**config.mk**
```make
export PLATFORM = sky130hd
export DESIGN_NAME = fifo_read_streamer_flat
export DESIGN_NICKNAME = d
export VERILOG_FILES = /design/src/rtl/fifo_stream_pkg.sv /design/src/rtl/fifo_read_streamer_if.sv /design/src/rtl/stream_out_buf.sv /design/src/rtl/fifo_read_streamer.sv /design/src/flat_wrapper.sv
export SDC_FILE = /design/constraint.sdc
export NUM_CORES = 1
export LEC_CHECK = 0
export ABC_CLOCK_PERIOD_IN_PS = 4100
export BUFFER_PORTS_ARGS = -buffer_cell sky130_fd_sc_hd__buf_2
export CORE_MARGIN = 2
export CORE_UTILIZATION = 50
export CTS_BUF_LIST = sky130_fd_sc_hd__clkbuf_4 sky130_fd_sc_hd__clkbuf_8 sky130_fd_sc_hd__clkbuf_16
export CTS_CLUSTER_SIZE = 16
export DETAILED_ROUTE_END_ITERATION = 8
export PLACE_DENSITY = 0.67
export SKIP_CTS_REPAIR_TIMING = 1
export SLEW_MARGIN = 20
export SYNTH_ARGS = -nofsm -noshare
export SYNTH_HDL_FRONTEND = slang
export SYNTH_SLANG_ARGS = --single-unit
export TNS_END_PERCENT = 1
```
**constraint.sdc**
```tcl
create_clock -name clkb -period 4.1 [get_ports clkb]
set_clock_uncertainty 0.15 [all_clocks]
set_input_delay 0.205 -clock clkb [delete_from_list [all_inputs] [get_ports clkb]]
set_output_delay 0.205 -clock clkb [all_outputs]
set_load 0.02 [all_outputs]
```
**src/rtl/fifo_stream_pkg.sv**
```systemverilog
// rtl/fifo_stream_pkg.sv - shared read-FSM encodings and clog2 helper
package fifo_stream_pkg;

    typedef enum logic [1:0] {
        ST_IDLE = 2'd0,
        ST_REQ  = 2'd1,
        ST_GAP  = 2'd2
    } rd_state_t;

    function automatic int clog2(input int value);
        int result;
        result = 0;
        while ((1 << result) < value) begin
            result = result + 1;
        end
        return result;
    endfunction

endpackage

```
**src/rtl/fifo_read_streamer_if.sv**
```systemverilog
// rtl/fifo_read_streamer_if.sv - FIFO read port and output stream bundle
interface fifo_read_streamer_if #(
    parameter int DATA_WIDTH = 8
);
    logic                  fifo_empty;
    logic                  fifo_rd_en;
    logic [DATA_WIDTH-1:0] fifo_rdata;
    logic                  m_valid;
    logic                  m_ready;
    logic [DATA_WIDTH-1:0] m_data;
    logic                  m_last;

    // Streamer side: drives the read strobe and the outgoing stream
    modport master (
        input  fifo_empty,
        input  fifo_rdata,
        input  m_ready,
        output fifo_rd_en,
        output m_valid,
        output m_data,
        output m_last
    );

    // Environment side: the FIFO plus the downstream consumer
    modport slave (
        output fifo_empty,
        output fifo_rdata,
        output m_ready,
        input  fifo_rd_en,
        input  m_valid,
        input  m_data,
        input  m_last
    );
endinterface

```
**src/rtl/stream_out_buf.sv**
```systemverilog
// rtl/stream_out_buf.sv - circular output buffer with valid/ready head
module stream_out_buf
    import fifo_stream_pkg::*;
#(
    parameter int DATA_WIDTH = 8,
    parameter int BUF_DEPTH  = 4
) (
    input  logic                         clkb,
    input  logic                         reset_n,
    input  logic                         i_wr_en,
    input  logic [DATA_WIDTH-1:0]        i_wr_data,
    input  logic                         i_ready,
    output logic                         o_valid,
    output logic [DATA_WIDTH-1:0]        o_data,
    output logic [clog2(BUF_DEPTH):0]    o_occupancy,
    output logic [clog2(BUF_DEPTH):0]    o_occ_next
);
    localparam int PTR_W = clog2(BUF_DEPTH);
    localparam logic [PTR_W-1:0] PTR_ONE = PTR_W'(1);
    localparam logic [PTR_W:0]   OCC_ONE = (PTR_W + 1)'(1);

    logic [DATA_WIDTH-1:0] r_mem [BUF_DEPTH];
    logic [PTR_W-1:0]      r_wr_ptr;
    logic [PTR_W-1:0]      r_rd_ptr;
    logic [PTR_W:0]        r_occ;
    logic [PTR_W:0]        w_occ_next;
    logic                  w_pop;

    // Head is presented straight from registered state; writes never exceed credit
    assign o_valid     = (r_occ != '0);
    assign o_data      = r_mem[r_rd_ptr];
    assign w_pop       = o_valid & i_ready;
    assign o_occupancy = r_occ;
    assign o_occ_next  = w_occ_next;

    // Occupancy update: capture and pop together leave it unchanged
    always_comb begin
        w_occ_next = r_occ;
        case ({i_wr_en, w_pop})
            2'b10:   w_occ_next = r_occ + OCC_ONE;
            2'b01:   w_occ_next = r_occ - OCC_ONE;
            default: w_occ_next = r_occ;
        endcase
    end

    // Storage and pointers; reset drops all buffered words immediately
    always_ff @(posedge clkb or negedge reset_n) begin
        if (!reset_n) begin
            for (int i = 0; i < BUF_DEPTH; i++) begin
                r_mem[i] <= '0;
            end
            r_wr_ptr <= '0;
            r_rd_ptr <= '0;
            r_occ    <= '0;
        end else begin
            if (i_wr_en) begin
                r_mem[r_wr_ptr] <= i_wr_data;
                r_wr_ptr        <= r_wr_ptr + PTR_ONE;
            end
            if (w_pop) begin
                r_rd_ptr <= r_rd_ptr + PTR_ONE;
            end
            r_occ <= w_occ_next;
        end
    end
endmodule

```
**src/rtl/fifo_read_streamer.sv**
```systemverilog
// rtl/fifo_read_streamer.sv - paced FIFO reader feeding a framed valid/ready stream
module fifo_read_streamer
    import fifo_stream_pkg::*;
#(
    parameter int DATA_WIDTH = 8,
    parameter int RD_LATENCY = 2,
    parameter int RD_GAP     = 2,
    parameter int BUF_DEPTH  = 4,
    parameter int BURST_LEN  = 4
) (
    input  logic                 clkb,
    input  logic                 reset_n,
    input  logic                 enable,
    fifo_read_streamer_if.master bus,
    output logic [15:0]          words_out,
    output logic                 busy
);
    localparam int               OCC_W    = clog2(BUF_DEPTH) + 1;
    localparam logic [7:0]       LAST_IDX = 8'(BURST_LEN - 1);
    localparam logic [2:0]       GAP_LOAD = (RD_GAP > 1) ? 3'(RD_GAP - 2) : 3'd0;

    rd_state_t             r_state;
    rd_state_t             w_next_state;
    logic [2:0]            r_gap_cnt;
    logic [RD_LATENCY-1:0] r_lat_sr;
    logic [RD_LATENCY-1:0] w_lat_sr_next;
    logic [2:0]            w_inflight;
    logic [OCC_W-1:0]      w_occupancy;
    logic [OCC_W-1:0]      w_occ_next;
    logic                  w_rd_en;
    logic                  w_capture;
    logic                  w_credit_ok;
    logic                  w_valid;
    logic                  w_xfer;
    logic [DATA_WIDTH-1:0] w_data;
    logic [7:0]            r_burst_idx;
    logic [15:0]           r_words_out;
    logic                  r_busy;

    // Words whose strobe has been sampled but not yet captured
    assign w_inflight    = 3'($countones(r_lat_sr));
    assign w_capture     = r_lat_sr[RD_LATENCY-1];
    assign w_lat_sr_next = (r_lat_sr << 1) | RD_LATENCY'(w_rd_en);
    assign w_credit_ok   = (int'(w_occupancy) + int'(w_inflight)) < BUF_DEPTH;
    assign w_xfer        = w_valid & bus.m_ready;

    assign bus.fifo_rd_en = w_rd_en;
    assign bus.m_valid    = w_valid;
    assign bus.m_data     = w_data;
    assign bus.m_last     = w_valid & (r_burst_idx == LAST_IDX);
    assign words_out      = r_words_out;
    assign busy           = r_busy;

    stream_out_buf #(
        .DATA_WIDTH (DATA_WIDTH),
        .BUF_DEPTH  (BUF_DEPTH)
    ) u_out_buf (
        .clkb        (clkb),
        .reset_n     (reset_n),
        .i_wr_en     (w_capture),
        .i_wr_data   (bus.fifo_rdata),
        .i_ready     (bus.m_ready),
        .o_valid     (w_valid),
        .o_data      (w_data),
        .o_occupancy (w_occupancy),
        .o_occ_next  (w_occ_next)
    );

    // Read FSM state register
    always_ff @(posedge clkb or negedge reset_n) begin
        if (!reset_n) begin
            r_state <= ST_IDLE;
        end else begin
            r_state <= w_next_state;
        end
    end

    // Read FSM next state: the flag is only evaluated in IDLE
    always_comb begin
        w_next_state = r_state;
        case (r_state)
            ST_IDLE: begin
                if (enable && !bus.fifo_empty && w_credit_ok) begin
                    w_next_state = ST_REQ;
                end
            end
            ST_REQ: begin
                w_next_state = (RD_GAP > 1) ? ST_GAP : ST_IDLE;
            end
            ST_GAP: begin
                if (r_gap_cnt == 3'd0) begin
                    w_next_state = ST_IDLE;
                end
            end
            default: w_next_state = ST_IDLE;
        endcase
    end

    // Read FSM outputs: one strobe per REQ visit
    always_comb begin
        w_rd_en = 1'b0;
        if (r_state == ST_REQ) begin
            w_rd_en = 1'b1;
        end
    end

    // Gap down-counter: loaded in REQ so GAP lasts RD_GAP-1 cycles
    always_ff @(posedge clkb or negedge reset_n) begin
        if (!reset_n) begin
            r_gap_cnt <= 3'd0;
        end else if (r_state == ST_REQ) begin
            r_gap_cnt <= GAP_LOAD;
        end else if (r_state == ST_GAP && r_gap_cnt != 3'd0) begin
            r_gap_cnt <= r_gap_cnt - 3'd1;
        end
    end

    // Latency pipeline of issued strobes; the top bit marks a capture edge
    always_ff @(posedge clkb or negedge reset_n) begin
        if (!reset_n) begin
            r_lat_sr <= '0;
        end else begin
            r_lat_sr <= w_lat_sr_next;
        end
    end

    // Burst beat index and delivered-word counter advance on each transfer
    always_ff @(posedge clkb or negedge reset_n) begin
        if (!reset_n) begin
            r_burst_idx <= 8'd0;
            r_words_out <= 16'd0;
        end else if (w_xfer) begin
            r_burst_idx <= (r_burst_idx == LAST_IDX) ? 8'd0 : r_burst_idx + 8'd1;
            r_words_out <= r_words_out + 16'd1;
        end
    end

    // Busy registered from the next-cycle in-flight and buffer state
    always_ff @(posedge clkb or negedge reset_n) begin
        if (!reset_n) begin
            r_busy <= 1'b0;
        end else begin
            r_busy <= (w_lat_sr_next != '0) | (w_occ_next != '0);
        end
    end
endmodule

```
**src/flat_wrapper.sv**
```systemverilog
// flat-port wrapper written by rule: the top's interface ports become plain ports
module fifo_read_streamer_flat import fifo_stream_pkg::*;
#(
    parameter int DATA_WIDTH = 8,
    parameter int RD_LATENCY = 2,
    parameter int RD_GAP     = 2,
    parameter int BUF_DEPTH  = 4,
    parameter int BURST_LEN  = 4
)
  (clkb, reset_n, enable, words_out, busy, bus_fifo_empty, bus_fifo_rdata, bus_m_ready, bus_fifo_rd_en, bus_m_valid, bus_m_data, bus_m_last);
  fifo_read_streamer_if #(.DATA_WIDTH(DATA_WIDTH)) bus_i ();
  input  logic clkb;
  input  logic reset_n;
  input  logic enable;
  output logic [15:0] words_out;
  output logic busy;
  input wire logic [$bits(bus_i.fifo_empty)-1:0] bus_fifo_empty;
  input wire logic [$bits(bus_i.fifo_rdata)-1:0] bus_fifo_rdata;
  input wire logic [$bits(bus_i.m_ready)-1:0] bus_m_ready;
  output wire logic [$bits(bus_i.fifo_rd_en)-1:0] bus_fifo_rd_en;
  output wire logic [$bits(bus_i.m_valid)-1:0] bus_m_valid;
  output wire logic [$bits(bus_i.m_data)-1:0] bus_m_data;
  output wire logic [$bits(bus_i.m_last)-1:0] bus_m_last;
  assign bus_i.fifo_empty = bus_fifo_empty;
  assign bus_i.fifo_rdata = bus_fifo_rdata;
  assign bus_i.m_ready = bus_m_ready;
  assign bus_fifo_rd_en = bus_i.fifo_rd_en;
  assign bus_m_valid = bus_i.m_valid;
  assign bus_m_data = bus_i.m_data;
  assign bus_m_last = bus_i.m_last;
  fifo_read_streamer #(.DATA_WIDTH(DATA_WIDTH), .RD_LATENCY(RD_LATENCY), .RD_GAP(RD_GAP), .BUF_DEPTH(BUF_DEPTH), .BURST_LEN(BURST_LEN)) u_core (.clkb(clkb), .reset_n(reset_n), .enable(enable), .bus(bus_i), .words_out(words_out), .busy(busy));
endmodule
```
==> flow_summary.json <==
{
  "yosys_warnings": 0,
  "relSlewSlack_pct": 48.1,
  "pwr-share-clk_pct": 23.2,
  "dpl_cell_area_um2": 3490,
  "end_kind": "flip-flop",
  "grt_pass1_wl_mm": 9.64,
  "yosys.area.top_type_share_pct": 55.5,
  "fin_area_um2": 3770,
  "worstPathBufferInverterCount": 2,
  "p_per_area_nw_per_um2": 729,
  "grt-ovfl-total": 0,
  "dp_hpwl_mm": 3.83,
  "intPower_mw": 1.83,
  "cap_violations": 0,
  "start_util_pct": 51.0,
  "path_delay_family": "adder cells",
  "area_growth_pct": 17.9,
  "startpoint_type": "flip-flop",
  "syn-mean-instance-area_um2": 13.5,
  "antenna_found_initial": 0,
  "num_io_pins": 41,
  "yosysSeqAreaShare_pct": 55.5,
  "synth-edff-count": 0,
  "synth_nets": 262,
  "status": "finished, violations left",
  "postRouteWirelength_mm": 5.70,
  "multi_input_area_um2": 1370,
  "antennaDiodeCount": 0,
  "die-area_um2": 7060,
  "p_leak_nw": 1.76,
  "yosys.area.top_type": "dfrtp_1",
  "antenna_left": 0,
  "nNetsFinal": 316,
  "firstDrtPassIters": 4,
  "fill_cells": 516,
  "report.final.slew_viol_count": 0,
  "p_seq_share_pct": 44.5,
  "core-area_um2": 6280,
  "ys_types": 39,
  "cts_root_buf": "clkbuf_8",
  "async_flop_share_pct": 100,
  "via_per_inst": 5.28,
  "clk_pin_slew_worst_paths_ps": 70,
  "violations": "hold timing",
  "synth_top_family_by_area": "multiplexers",
  "crit_path_max_incr_delay_ps": 490,
  "die_y_um": 84.0,
  "comb_power_share_pct": 32.3,
  "grt_max_degree": 38,
  "synthCells": 237,
  "ys_top_cells_by_count": "71 x dfrtp_1, 32 x mux2_2, 21 x nand2_1",
  "synth-compound-area-share_pct": 3.44,
  "clk_latency_ps": 340,
  "min_path_type": "input port to flip-flop",
  "io_buffer_count": 40,
  "synthAdderAreaFrac_pct": 4.93,
  "synthTopCellsByArea": "dfrtp_1 56%, mux2_2 11%, mux4_2 5.6%",
  "tightest_slew_ps": 779,
  "wl_per_cell_um": 15.3,
  "synthMuxAreaShare_pct": 17.2,
  "fin_crit_ps": 2420,
  "row_count": 29,
  "critPathKind": "flip-flop to flip-flop",
  "power.switching_mw": 0.924,
  "synth.most_common_cell": "dfrtp_1",
  "drc": 0,
  "path_cells": "o31ai_4 -> inv_2 -> ha_1 -> inv_1 -> fa_1 -> mux2i_1 -> nor4_1 -> nand2b_1",
  "synthFlopType": "dfrtp_1",
  "seq_area_um2": 1780,
  "crit_arrival_ps": 2550,
  "vias": 1969,
  "clock_path_buffers": 2,
  "die_w_um": 84.0,
  "cts_tree": "yes",
  "ir_drop_uv": 460,
  "drive_gt1_share_pct": 35.1,
  "hold-worst-slack_ps": -6.91,
  "htreeDepth": 3,
  "grt_pass1_vias": 2014,
  "synth_area_um2": 3200,
  "cp_max_fo": 9,
  "synth_xor_area_share_pct": 7.11,
  "tns_ps": 0,
  "fmaxAchievable_mhz": 413,
  "cts.sinks": 71,
  "fin_crit_sh_pct": 59.0,
  "cts_buffers": 9,
  "finalHoldViolations": 13,
  "cpMaxStageDelayCell": "o31ai_4",
  "synth-seq-cells": 71,
  "rsz0062_at_grt": "no",
  "setup_violations": 0,
  "routabilityCongestion": 0.801,
  "sw_frac_of_total_pct": 33.6,
  "required_ps": 4230,
  "drt-initial-drc-count": 83,
  "grt_use_total_pct": 17.7,
  "synthSimpleGateAreaFrac_pct": 10.0
}
sequential cells by signal, summed over array words and instances (netlist names):
name / flops
u_core.u_out_buf.r_rd_ptr: 2
u_core.busy: 1
u_core.r_lat_sr: 2
u_core.u_out_buf.o_occupancy: 3
u_core.r_state: 2
u_core.r_gap_cnt: 3
u_core.r_burst_idx: 8
u_core.words_out: 16
u_core.u_out_buf.r_mem: 32
u_core.u_out_buf.r_wr_ptr: 2
logic make-up (layout without fill, tap and decap cells):
| logic type | after synthesis | count (layout) |
|---|---|---|
| buffers and inverters | 15 | 74 |
| XOR/XNOR | 26 | 26 |
| adder cells (fa/ha/maj) | 12 | 12 |
| AND/OR/NAND/NOR | 58 | 58 |
| flip-flops | 71 | 71 |
| multiplexers | 41 | 41 |
| AO/OA/AOI/OAI | 14 | 14 |
cell usage in the layout, fill, tap and decap left out, types with 5 or more instances in the layout:
master,count
buf_2,40
mux4_2,8
nand4_1,8
nor2_1,5
ha_1,11
xnor2_1,20
clkbuf_8,11
dfrtp_1,71
xor2_1,6
nand2_1,21
mux2_2,32
dlygate4sd3_1,5
inv_1,11
per-stage QoR:
stage               instances  util [%]  hold slack (ps)  power, mW  worst slack (ps)
global route              373      60.1             1.02       2.93              1510
global placement          352      55.6              173       2.10              1780
finish                    373      60.1            -6.91       2.75              1680
detailed placement        352      55.6              189       2.13              1690
CTS                       368      59.3             -183       2.78              1670
floorplan                 237         -             -241       1.87              1920
layout make-up:
| type | instances | share of cell area (%) |
|---|---|---|
| clock buffer | 13 | 4.41 |
| clock inverter | 3 | 1.72 |
| inverter | 12 | 1.19 |
| multi-input combinational | 151 | 36.2 |
| sequential | 71 | 47.1 |
| tap | 77 | 2.55 |
| timing repair buffer | 46 | 6.83 |
layer usage:
| layer | vias up | GRT usage, % | share of wire, % |
|---|---|---|---|
| li1 | 949 | - | - |
| met1 | 970 | 23.7 | 48 |
| met2 | 38 | 26.8 | 46 |
| met3 | 12 | 4.55 | 3.9 |
| met4 | 0 | 8.80 | 2.2 |
| met5 | - | 0 | 0 |
power groups by stage:
| stage | logic [mW] | clock network, mW | registers, mW |
|---|---|---|---|
| after floorplan | 0.696 | 0 | 1.17 |
| after global placement | 0.870 | 0 | 1.23 |
| after detailed placement | 0.891 | 0 | 1.24 |
| after CTS | 0.895 | 0.655 | 1.23 |
| after global routing | 0.976 | 0.683 | 1.27 |
| final | 0.890 | 0.638 | 1.22 |
path summary, 6_finish.rpt:
path / slack, ps / end / start / cells past startpoint
max in group asynchronous: 2510 / u_core.u_out_buf.o_occupancy[1]$_DFF_PN0_ / reset_n / 3
worst max-delay path: 1680 / u_core.busy$_DFF_PN0_ / u_core.u_out_buf.o_occupancy[0]$_DFF_PN0_ / 8
worst min register to register: 280 / u_core.r_lat_sr[1]$_DFF_PN0_ / u_core.r_lat_sr[0]$_DFF_PN0_ / 0
worst max register to register: 1680 / u_core.busy$_DFF_PN0_ / u_core.u_out_buf.o_occupancy[0]$_DFF_PN0_ / 8
min in group asynchronous: 320 / u_core.u_out_buf.r_mem[21]$_DFFE_PN0P_ / reset_n / 2
worst min-delay path: -7 / u_core.u_out_buf.r_mem[21]$_DFFE_PN0P_ / bus_fifo_rdata[5] / 2
Note: power is estimated with default switching activity, not from simulation.
